**src/rtl/serial_paralelo_rx4.sv**
```systemverilog
// Serial receive front end: comma-based byte alignment, lock detection and
// round-robin distribution of the received bytes to four 8-bit lanes.
module serial_paralelo_rx4 #(
  parameter logic [7:0]  COM          = 8'hBC,
  parameter int unsigned ACTIVE_COUNT = 4
) (
  input  logic       clk_32f,
  input  logic       reset,
  input  logic       data_in,
  output logic       active,
  output logic       byte_strobe,
  output logic [1:0] lane_sel,
  output logic [7:0] data_rx0,
  output logic [7:0] data_rx1,
  output logic [7:0] data_rx2,
  output logic [7:0] data_rx3,
  output logic       valid_rx0,
  output logic       valid_rx1,
  output logic       valid_rx2,
  output logic       valid_rx3
);

  localparam logic [1:0] StHunt   = 2'd0;
  localparam logic [1:0] StSync   = 2'd1;
  localparam logic [1:0] StActive = 2'd2;

  localparam logic [3:0] ActiveCnt = 4'(ACTIVE_COUNT);

  logic [1:0] state_q, state_d;
  // Only the seven most recent bits are needed: the candidate byte is
  // always formed with the bit arriving this cycle.
  logic [6:0] sr_q, sr_d;
  logic [2:0] bit_cnt_q, bit_cnt_d;
  logic [3:0] com_cnt_q, com_cnt_d;
  logic       active_q, active_d;
  logic       strobe_q, strobe_d;
  logic [1:0] lane_q, lane_d;
  logic [7:0] data_q [4];
  logic [7:0] data_d [4];
  logic [3:0] valid_q, valid_d;

  logic [7:0] nb;
  logic       is_com;
  logic       byte_done;
  logic [3:0] com_cnt_inc;

  assign nb          = {sr_q, data_in};
  assign is_com      = (nb == COM);
  assign byte_done   = (bit_cnt_q == 3'd7);
  assign com_cnt_inc = com_cnt_q + 4'd1;

  always_comb begin
    state_d   = state_q;
    sr_d      = nb[6:0];
    bit_cnt_d = bit_cnt_q;
    com_cnt_d = com_cnt_q;
    active_d  = active_q;
    strobe_d  = 1'b0;
    lane_d    = lane_q;
    data_d    = data_q;
    valid_d   = valid_q;

    case (state_q)
      StHunt: begin
        // Bit-sliding search: every edge is a candidate byte boundary.
        if (is_com) begin
          bit_cnt_d = 3'd0;
          com_cnt_d = 4'd1;
          if (ActiveCnt == 4'd1) begin
            state_d  = StActive;
            active_d = 1'b1;
            lane_d   = 2'd0;
          end else begin
            state_d = StSync;
          end
        end
      end

      StSync: begin
        bit_cnt_d = bit_cnt_q + 3'd1;
        if (byte_done) begin
          if (is_com) begin
            com_cnt_d = com_cnt_inc;
            if (com_cnt_inc == ActiveCnt) begin
              state_d  = StActive;
              active_d = 1'b1;
              lane_d   = 2'd0;
            end
          end else begin
            state_d   = StHunt;
            com_cnt_d = 4'd0;
          end
        end
      end

      StActive: begin
        bit_cnt_d = bit_cnt_q + 3'd1;
        if (byte_done) begin
          strobe_d = 1'b1;
          // Lane advances on idle slots too, keeping step with the transmitter's mux.
          lane_d   = lane_q + 2'd1;
          if (is_com) begin
            valid_d[lane_q] = 1'b0;
          end else begin
            data_d[lane_q]  = nb;
            valid_d[lane_q] = 1'b1;
          end
        end
      end

      default: begin
        state_d = StHunt;
      end
    endcase
  end

  always_ff @(posedge clk_32f) begin
    if (reset) begin
      state_q   <= StHunt;
      sr_q      <= 7'd0;
      bit_cnt_q <= 3'd0;
      com_cnt_q <= 4'd0;
      active_q  <= 1'b0;
      strobe_q  <= 1'b0;
      lane_q    <= 2'd0;
      for (int i = 0; i < 4; i++) begin
        data_q[i] <= 8'h00;
      end
      valid_q   <= 4'b0000;
    end else begin
      state_q   <= state_d;
      sr_q      <= sr_d;
      bit_cnt_q <= bit_cnt_d;
      com_cnt_q <= com_cnt_d;
      active_q  <= active_d;
      strobe_q  <= strobe_d;
      lane_q    <= lane_d;
      for (int i = 0; i < 4; i++) begin
        data_q[i] <= data_d[i];
      end
      valid_q   <= valid_d;
    end
  end

  assign active      = active_q;
  assign byte_strobe = strobe_q;
  assign lane_sel    = lane_q;
  assign data_rx0    = data_q[0];
  assign data_rx1    = data_q[1];
  assign data_rx2    = data_q[2];
  assign data_rx3    = data_q[3];
  assign valid_rx0   = valid_q[0];
  assign valid_rx1   = valid_q[1];
  assign valid_rx2   = valid_q[2];
  assign valid_rx3   = valid_q[3];

endmodule
```
**config.mk**
```make
export PLATFORM = sky130hd
export DESIGN_NAME = serial_paralelo_rx4
export DESIGN_NICKNAME = d
export VERILOG_FILES = /design/src/rtl/serial_paralelo_rx4.sv
export SDC_FILE = /design/constraint.sdc
export NUM_CORES = 1
export LEC_CHECK = 0
export ABC_AREA = 1
export CAP_MARGIN = 40
export CORE_MARGIN = 1
export CORE_UTILIZATION = 55
export DETAILED_ROUTE_END_ITERATION = 12
export PLACE_DENSITY = 0.83
export SLEW_MARGIN = 10
export SYNTH_ARGS = -nofsm -noshare
export SYNTH_HDL_FRONTEND = slang
export SYNTH_SLANG_ARGS = --single-unit
```
**constraint.sdc**
```tcl
create_clock -name clk_32f -period 2.35 [get_ports clk_32f]
set_input_delay 0.47 -clock clk_32f [delete_from_list [all_inputs] [get_ports clk_32f]]
set_output_delay 0.47 -clock clk_32f [all_outputs]
set_load 0.05 [all_outputs]
```
Word-level counts from Yosys, hierarchy flattened
Cells that the tools add are included.
- register bits after elaboration: 56
- input port bits: 3
- add/subtract/negate cells: 3
- $lt $le $gt $ge: 4
- equality and inequality tests: 11
- muxes and demuxes: 23
- bitwise operators: 6
- reduce and logical (&&, ||, !) cells: 15
- operators with widths (operator ; count):
    $bwmux W32 ; 1
    $demux W8 S2 ; 1
    $mux W2 ; 8
    $mux W4 ; 4
    $ne A2 B2 Y1 const B ; 5
    $eq A8 B8 Y1 const B ; 1
    $mux W8 ; 1
    $pmux W4 S2 ; 1
    $reduce_and A4 Y1 ; 2
    $pmux W2 S3 ; 1
    $pmux W3 S2 ; 1
    $reduce_and A3 Y1 ; 2
    $reduce_bool A2 Y1 ; 3
    $reduce_and A5 Y1 ; 1
    $add A4 B1 Y4 const B ; 1
    $and A4 B4 Y4 ; 1
    $eq A4 B3 Y1 const B ; 1
    $not A4 Y4 ; 1
    $or A4 B4 Y4 ; 1
    $pmux W2 S2 ; 1
    $reduce_and A2 Y1 ; 2
    $reduce_or A2 Y1 ; 2
    $add A3 B1 Y3 const B ; 1
    $eq A3 B3 Y1 const B ; 1
    15 further kinds ; 18

Depth between registers and ports, before layout
Gate-level depths: netlist of run 1.
- depth in word-level cells: 7
- mapped depth: 10
- gate-level depth less buffers: 10

Least setup slack after synthesis of run 1
OpenSTA, ideal clock, no wires.
- path type: flip-flop to flip-flop
- start: register lane_q[0], in the netlist lane_sel[0]
- end: register data_q (netlist bit data_rx0[0])
- setup time: 116 ps
- data arrival time: 1398 ps
- path slack: 837 ps
- cell stages (with the launch flop): 7
- buffers on the path: 0
- clock period less this slack: 1513 ps
- cells stage by stage: dfxtp_1 inv_1 ha_1 nand4_4 inv_2 nor2_1 nor2_1
- cells in the longest elaborated chain, start to end: 6
- elaborated cells on any way between the ends: 7
- those cells by class: 2 x order compare; 3 x mux; 1 x bitwise; 1 x reduce/logical
- ends and longest elaborated chain (item ; line ; text):
    start: declaration ; 37 ; logic [1:0] lane_q, lane_d;
    start signal: assignment ; 137 ; lane_q <= lane_d;
    $not A2 Y3 (not written as such) (*) ; 105 ; data_d[lane_q] = nb;
    $ge A3 B3 Y1 (not written as such) or $lt A3 B1 Y1 (tied branches) ; 105 ;
    $logic_and A1 B1 Y1 (not written as such) ; 105 ;
    $mux W8 (not written as such) ; 105 ;
    $demux W8 S2 (*) ; 105 ;
    $bwmux W32 (*) ; 105 ;
    end signal: indexed assignment ; 139 ; data_q[i] <= data_d[i];
    end: declaration ; 38 ; logic [7:0] data_q [4];
Mark *: on every way between the ends. The rest lies on a longest branch, timed or not.
A chain may end at the register's enable or synchronous reset.

Worst setup path in the final report of run 1
- start: register lane_q[0], in the netlist lane_sel[0]
- end: output port lane_sel[0]
- RTL lines (item ; line ; text):
    end: declaration ; 12 ; output logic [1:0] lane_sel,
No word-level cell between the ends.

==> results of run 1 <==
state kept, by name (all words and copies together), names as in the netlist, 3 cells and up, named ones only:
| name | flops |
|---|---|
| data_rx3 | 8 |
| data_rx0 | 8 |
| data_rx2 | 8 |
| data_rx1 | 8 |
| bit_cnt_q | 3 |
| sr_q | 7 |
| com_cnt_q | 4 |
cell type report:
class | instances | share of cell area (%)
tap | 50 | 2.103
sequential | 56 | 37.68
timing repair buffer | 46 | 15.14
clock buffer | 6 | 2.775
clock inverter | 2 | 1.304
multi-input combinational | 209 | 37.97
inverter | 24 | 3.028
tightest hold or removal path, stage by stage, from the launching register on:
cell	delay (ps)
dfxtp_1	320
nand2_1	60
a21oi_1	50
kinds of logic (layout without fill, tap and decap cells):
| kind of cell | after synthesis | count (layout) |
|---|---|---|
| AND/OR/NAND/NOR | 148 | 148 |
| XOR/XNOR | 1 | 1 |
| flip-flops | 56 | 56 |
| AO/OA/AOI/OAI | 49 | 49 |
| adder cells (fa/ha/maj) | 11 | 11 |
| buffers and inverters | 31 | 78 |
routing by layer:
layer  track usage (%)  vias to the layer above  part of all wire [%]
met4             9.840                        0                   1.2
met2             40.35                       37                    49
met1             28.23                      907                    47
met3             5.743                        6                   3.6
met5                 0                        -                     0
li1                  -                     1045                     -
worst max-delay path by stage:
stage | slack, ps | end | from | cells after the start
3_5_place_dp | 360 | data_rx2[4]$_SDFFE_PP0P_ | data_in | 8
2_1_floorplan | 840 | data_rx0[0]$_SDFFE_PP0P_ | lane_sel[0]$_SDFFE_PP0P_ | 6
4_1_cts | 280 | lane_sel[0] | lane_sel[0]$_SDFFE_PP0P_ | 1
6_report | 290 | lane_sel[0] | lane_sel[0]$_SDFFE_PP0P_ | 1
3_3_place_gp | 410 | data_rx3[3]$_SDFFE_PP0P_ | data_in | 9
5_1_grt | 240 | lane_sel[0] | lane_sel[0]$_SDFFE_PP0P_ | 1
cells in the final DEF (no fill, tap or decap), drive strengths merged:
cell type | synthesis | layout
o211ai | 1 | 1
clkdlybuf4s50 | 0 | 42
ha | 11 | 11
nand2 | 36 | 36
nor3 | 1 | 1
xor2 | 1 | 1
buf | 2 | 4
nor2 | 90 | 90
inv | 24 | 24
nand3 | 13 | 13
clkinv | 0 | 1
bufinv | 0 | 1
dfxtp | 56 | 56
o21ai | 35 | 35
or2 | 1 | 1
clkbuf | 5 | 6
a21oi | 13 | 13
nand4 | 7 | 7
power breakdown:
group | switching [mW] | internal (mW)
registers | 0.0332 | 0.978
clock network | 0.305 | 0.349
logic | 0.276 | 0.153
Yosys cell counts:
cell	n	share of area, %
nor2_1	87	14
dfxtp_1	56	47
o21ai_0	34	7.2
nand2_1	30	4.7
inv_1	18	2.8
a21oi_1	13	2.7
nand3_1	12	2.5
ha_1	11	5.8
inv_2	6	0.95
clkbuf_1	5	0.79
nand2_2	4	1.1
nand4_4	4	3.6
nand4_1	3	0.79
nor2_4	3	1.4
buf_4	2	0.63
nand2_4	1	0.47
nand2_8	1	0.84
nand3_4	1	0.74
nor3_1	1	0.21
o211ai_4	1	0.90
o21ai_1	1	0.21
or2_2	1	0.26
xor2_1	1	0.37
through the flow:
stage	worst slack [ps]	instance area (um^2)	hold WS, ps
after floorplan	836.5	2375	443.5
after global placement	412.3	2854	455.0
after detailed placement	355.7	2854	460.3
after CTS	283.2	2975	472.7
after global routing	242.7	2975	504.3
final	288.2	2975	470.9
==> impl_results.md, run 1 <==
- Status: completed
- CTS Hold Bufs: 0
- Max-slew violations: 0
- Max-cap violations: 0
- Vias per cell: 5.076
- Root Driver: clkbuf_8
- CTS resizes: 0
- Largest net degree at the start of global routing: 37
- Overall Global Routing Usage: 23.72%
- Share of layout cells above drive strength 1: 9.913%
- Ports: 43
- RePlAce Congestion: 0.7835
- Startpoint Class: flip-flop
- Slew @ Worst Pin: 508.0 ps
- CP Max Fanout: 6
- Worst Skew: 13.53 ps
- Post-DRT Antenna Nets: 0
- Fmax: 485.0 MHz
- Post-synthesis simple-gate area fraction: 30.40%
- Data arrival time of the worst path: 1590 ps
- Post-Route Utilization: 72.81%
- Required @ worst endpoint: 1880 ps
- Post-synthesis mux area share: 0%
- Worst hold path depth: 2
- Syn Inst Count: 296
- DR WL/cell: 12.07 um
- P&R area growth vs syn: 25.29%
- Worst-path cell chain: clkdlybuf4s50_1
- Final setup vio count: 0
- Core area: 4086 um^2
- Crit path time final: 2062 ps
- Yosys reg bits: 56
- Die Span X: 67.71 um
- Chip height: 67.71 um
- Initial antenna violation count: 0
- Setup tns final: 0 ps
- RSZ-0062 raised after global routing: false
- CTS sink cnt: 56
- Die area: 4585 um^2
- # DRC: 0
- Pwr Total: 2.093 mW
- Mapped cell area: 2375 um^2
- Setup bufs post-CTS: 0
- Crit-path leading delay family: buffers and inverters
- Netlist cell types: 23
- Critical path buffers and inverters: 1
- FF+latch area: 1121 um^2
- Syn Nets: 310
- DR iter-0 viols: 114
- Peak VDD IR: 0.0005805 V
- PwrDens: 703.5 nW/um^2
- Global route overflow: 0
- CTS tree: done
- I/O Buffers: 42
- Post-Place Cells: 385
- Row count: 23
- Main combinational cell family by area after synthesis: simple AND/OR/NAND/NOR gates
- Area of the multi-input gates: 1130 um^2
- Post-route clock period utilization: 87.73%
- Vias in the first global route: 1829
- Critical-path top delay cell: clkdlybuf4s50_1
- RR Endpoint: lane_sel[0]$_SDFFE_PP0P_
- Synth Area in Compound Gates: 11.01%
- Synth Area in Adders: 5.796%
- Hold Crit Class: flip-flop to flip-flop
- Syn. warnings: 0
- Finished Layout Cells: 393
- First-pass GRT wire length: 8038 um
- DR pass1 iterations: 4
- Hold_sp: bit_cnt_q[1]$_SDFFE_PP0P_
- Vias: 1995
- Cells on worst reg2reg path: 9
- Diodes inserted: 0
- Final Hold Viols: 0
- R2R setup slack: 670 ps
- Clock slew at reported path FFs: 80 ps
- # nets final: 356
- Longest Clk Path Bufs: 2
- Inserted Clock Buffers: 5
- Static leakage: 1.138 nW
- Worst R2R Start: bit_cnt_q[0]$_SDFFE_PP0P_
- CP endpoint kind: primary output
- Largest stage delay on the critical path: 850 ps
- Setup CP Type: flip-flop to primary output
- DP HPWL: 3447 um
- XOR/XNOR Fraction of Synth Area: 0.3688%
- Hold Path Sink: bit_cnt_q[1]$_SDFFE_PP0P_
- Clock Latency Late Sink: 310 ps
- Starting Density: 58.11%
- Register area share after synthesis: 47.21%
- Filler cell count: 349
- DRT Wirelength: 4742 um
- Post-Syn Area per Cell: 8.023 um^2
- Slew HR: 66.03%
- CTS H-tree depth: 2
Power figures use the tool's default switching activity.
==> inputs of run 2 (changes only) <==
- CORE_MARGIN: 1 -> 3
==> run 2 against run 1 <==
- clock skew fell by 4.5 ps
- fmax up 0.32%
- first-iteration DRC count is 21% higher
- core utilization decreased by 0.34 points
- wire length is 2.5% higher
- total power down 1.9%
- sequential power about the same
- sequential cell count unchanged
- cell count unchanged
- non-clock buffer count stayed put
==> impl_results.md, run 2 (synthesis results as in run 1) <==
- Post-route clock period utilization: 87.45%
- Cells on worst reg2reg path: 8
- Max-slew violations: 0
- CTS tree: done
- Vias: 2005
- Commonest non-fill, non-tap cell in the layout: nor2_1
- Ports: 43
- Largest stage delay on the critical path: 840 ps
- Worst R2R Start: bit_cnt_q[0]$_SDFFE_PP0P_
- Required @ worst endpoint: 1880 ps
- DRT Wirelength: 4861 um
- Peak VDD IR: 0.0007079 V
- R2R setup slack: 700 ps
- Fmax: 486.6 MHz
- RePlAce Congestion: 0.7758
- Setup CP Type: flip-flop to primary output
- P&R area growth vs syn: 24.71%
- CP endpoint kind: primary output
- # nets final: 356
- Overall Global Routing Usage: 20.53%
- CTS resizes: 0
- RR Endpoint: lane_sel[0]$_SDFFE_PP0P_
- Comb power frac: 20.8%
- Startpoint Class: flip-flop
- Worst hold path depth: 2
- FF+latch area: 1121 um^2
- PwrDens: 693.1 nW/um^2
- Worst Skew: 9.011 ps
- Switching Share: 29.56%
- Slew HR: 66.06%
- Setup bufs post-CTS: 0
- Filler cell count: 330
- Crit path time final: 2055 ps
- Diodes inserted: 0
- Post-DRT Antenna Nets: 0
- I/O Buffers: 42
- Vias per cell: 5.102
- Hold Crit Class: flip-flop to flip-flop
- Share of power burned in registers: 49.3%
- Most frequent cells in the layout: nor2_1 (87), dfxtp_1 (56), clkdlybuf4s50_1 (42)
- Row count: 23
- Finished Layout Cells: 393
- Place WS: 373.7 ps
- Inserted Clock Buffers: 5
- Global route overflow: 0
- Final setup vio count: 0
- DR iter-0 viols: 138
- Die Span X: 71.71 um
- Int Power: 1.446 mW
- DR WL/cell: 12.37 um
- Clock slew at reported path FFs: 90 ps
- Largest net degree at the start of global routing: 37
- Crit-path leading delay family: buffers and inverters
- Die area: 5142 um^2
- Critical path buffers and inverters: 1
- # DRC: 0
- Worst-path cell chain: clkdlybuf4s50_1
- CP Max Fanout: 6
- RSZ-0062 raised after global routing: false
- Static leakage: 1.132 nW
- Status: completed
- Chip height: 71.71 um
- Initial antenna violation count: 0
- Data arrival time of the worst path: 1590 ps
- Longest Clk Path Bufs: 2
- DR pass1 iterations: 4
- Critical-path top delay cell: clkdlybuf4s50_1
- Post-Place Cells: 385
- Vias in the first global route: 1888
- CTS sink cnt: 56
- Clock Power Share: 29.9%
- Core area: 4086 um^2
- Clock Latency Late Sink: 310 ps
- Max-cap violations: 0
- Share of layout cells above drive strength 1: 9.621%
- Switching power total: 0.6067 mW
- Slew @ Worst Pin: 507.6 ps
- CTS H-tree depth: 2
- CTS Hold Bufs: 0
- DP HPWL: 3548 um
- Root Driver: clkbuf_8
- Final Hold Viols: 0
- Area of the multi-input gates: 1130 um^2
- Setup tns final: 0 ps
- Min Hold Slack: 471.6 ps
- First-pass GRT wire length: 8355 um
- Pwr Total: 2.053 mW
- Final worst slack: 294.8 ps
- Starting Density: 58.11%
## run 2: power by group through the flow
stage / sequential [mW] / clock, mW / combinational [mW]
floorplan: 1.02 / 0 / 0.367
global placement: 1.03 / 0 / 0.419
detailed placement: 1.03 / 0 / 0.427
CTS: 1.01 / 0.623 / 0.428
global route: 1.02 / 0.670 / 0.482
finish: 1.01 / 0.613 / 0.427
## run 2: worst max path at each step
stage | endpoint | depth (start not counted) | slack [ps] | from
2_1_floorplan | data_rx0[0]$_SDFFE_PP0P_ | 6 | 840 | lane_sel[0]$_SDFFE_PP0P_
3_3_place_gp | data_rx1[0]$_SDFFE_PP0P_ | 8 | 390 | data_in
3_5_place_dp | data_rx2[7]$_SDFFE_PP0P_ | 9 | 370 | data_in
6_report | lane_sel[0] | 1 | 290 | lane_sel[0]$_SDFFE_PP0P_
5_1_grt | lane_sel[0] | 1 | 230 | lane_sel[0]$_SDFFE_PP0P_
4_1_cts | lane_sel[0] | 1 | 270 | lane_sel[0]$_SDFFE_PP0P_
## run 2: final cells by class
cell class / count / share of cell area, %
multi-input cells: 209 / 38.15
flip-flops and latches: 56 / 37.85
repair buffers: 46 / 15.21
inverters: 24 / 3.042
clock buffers: 6 / 2.450
well taps: 50 / 2.112
clock inverters: 2 / 1.183
## run 2: metal layers
metal	vias to the layer above	share of wire, %	global-route usage [%]
met3	6	4.1	5.049
met2	36	49	36.12
li1	1039	-	-
met5	-	0	0
met4	0	1.3	6.681
met1	924	45	24.43
## run 2: per-stage QoR
step                      instance area [um^2]  utilization (%)
after CTS                                 2962            72.47
after floorplan                           2375                -
after global placement                    2854            69.84
after global routing                      2962            72.47
final                                     2962            72.47
after detailed placement                  2854            69.84
==> patch: new RTL, settings of run 1 <==
Add an input register stage for `data_in`; this delays it by one clock.
--- a/src/rtl/serial_paralelo_rx4.sv
+++ b/src/rtl/serial_paralelo_rx4.sv
@@ -27,4 +27,10 @@
   localparam logic [3:0] ActiveCnt = 4'(ACTIVE_COUNT);
 
+  logic data_r;
+
+  always_ff @(posedge clk_32f) begin
+    data_r <= data_in;
+  end
+
   logic [1:0] state_q, state_d;
   // Only the seven most recent bits are needed: the candidate byte is
@@ -45,5 +51,5 @@
   logic [3:0] com_cnt_inc;
 
-  assign nb          = {sr_q, data_in};
+  assign nb          = {sr_q, data_r};
   assign is_com      = (nb == COM);
   assign byte_done   = (bit_cnt_q == 3'd7);
Check against the original RTL: no difference found for any inputs over 10 cycles, from zero or initial values and one cycle with reset high; that may be too few to reach the edited logic, so the function may still have changed.
==> patch against run 1 <==
Routed wire length is 17% higher. Sequential share of layout area is 0.56 points lower. Count of clock-buffer cells in the layout grew 5. Worst setup slack got worse by 0.0032 ns. Synthesized area rose by 3.7%. Cell area is 3.3% higher. Sequential power up 4%. Sequential cell count grew 1. Maximum frequency down 0.15%. Global-route usage increased by 3.0 points. Via count grew 9.2%. Synthesized cell count up 3.4%. Power increased by 12%. Critical path type unchanged. Critical endpoint is now lane_sel[1].
==> patch: results (changes against run 1) <==
The tools report the worst setup path endpoint as lane_sel[1] (was lane_sel[0]). The placed instance count is 391 (was 385), and the total CTS buffers is 9 (was 5). The tools report the global-route wire length before repair as 9100 um (was 8040 um).

Biggest area contributors in the synthesized netlist: dfxtp_1 (46%), nand2_1 (8.8%), a21oi_1 (7.1%) (was dfxtp_1 (47%), nor2_1 (14%), o21ai_0 (7.2%)). The slew at the pin with the worst max-slew slack came out at 0.526 ns (was 0.508 ns). The share of layout cells above drive strength 1 came out at 11.5% (was 9.91%). The ratio of final minimum period to clock period is 87.9% (was 87.7%), and the net total in the final layout is 365 (was 356). Post-synthesis cell count: 306 (was 296). The tools report the hold path endpoint as active (was bit_cnt_q[1]). The count of H-tree levels built during CTS was 3 (was 2); the detailed-placement wirelength estimate was 3790 um (was 3450 um). The average wire per standard cell works out to 13.7 um (was 12.1 um). The sequential-cell power consumption is 1.05 mW (was 1.01 mW). The tools report the first element of the critical path as lane_sel[1] (was lane_sel[0]). For the combined global-route utilization of all metal layers, the log shows 26.7% (was 23.7%). The slack of the worst reg-to-reg path came out at 0.60 ns (was 0.67 ns).

The sequential area share after synthesis was 46.3% (was 47.2%); the largest voltage drop on the vdd net was 527 uV (was 581 uV). The minimum hold slack came out at 0.450 ns (was 0.471 ns). The areal power density over the cells was 763 mW/mm2 (was 703 mW/mm2); the weighted congestion reported at the end of routability-driven placement was 0.835 (was 0.784). The logs give 0 (unchanged) for the remaining antenna violation count and 2,179 (was 1,995) for the overall via count from detail_route.

The tools report the largest net degree at the start of global routing as 32 (was 37). Post-synth top cells: nand2_1 (58), dfxtp_1 (57), a21oi_1 (35), nand3_1 (35), nor2_1 (31) (was nor2_1 (87), dfxtp_1 (56), o21ai_0 (34)). For the insertion delay of the later-clocked pin in the worst-skew pair, the log shows 0.34 ns (was 0.31 ns).

For the post-synth net total, the log shows 319 (was 310). The launch point of the worst hold path is active (was bit_cnt_q[1]). The number of vias per cell after detailed routing is 5.37 (was 5.08).

The tools report the cell-internal power as 1.65 mW (was 1.48 mW). The tools report the instance area after placement as 0.00290 mm2 (was 0.00285 mm2). The distinct cell type count of the synthesized netlist came out at 26 (was 23).

The run gives 0.00970 ns (was 0.0135 ns) as the setup skew after layout. The highest cell delay on the worst timing path is 0.83 ns (was 0.85 ns). Worst-path maximum fanout: 5 (was 6).

The run finished with clean final reports. The run gives 148 (was 114) as the number of violations reported at the end of detailed-routing iteration 0.
patch: per-layer routing:
metal	track usage (%)	wire length, um	part of all wire (%)	up-vias
met1	32.6	2520	45	1017
met2	42.4	2630	47	65
met5	0	0	0	-
li1	-	-	-	1083
met3	5.59	266	4.8	14
met4	17.3	150	2.7	0
patch: cell families (layout without fill, tap and decap cells):
group	Yosys count	after routing	share of synthesized area, %
adder cells (fa/ha/maj)	10	10	5.08
AO/OA/AOI/OAI	56	56	13.0
AND/OR/NAND/NOR	141	141	27.6
flip-flops	57	57	46.3
buffers and inverters	41	91	7.62
XOR/XNOR	1	1	0.356
patch: area by class of cell:
cell class              count  area (um2)  area share (%)
multi-input cells         208        1130            36.9
clock buffers              11         131            4.27
repair buffers             45         443            14.4
flip-flops and latches     57        1140            37.1
clock inverters             4        45.0            1.47
well taps                  50        62.6            2.04
inverters                  31         116            3.79
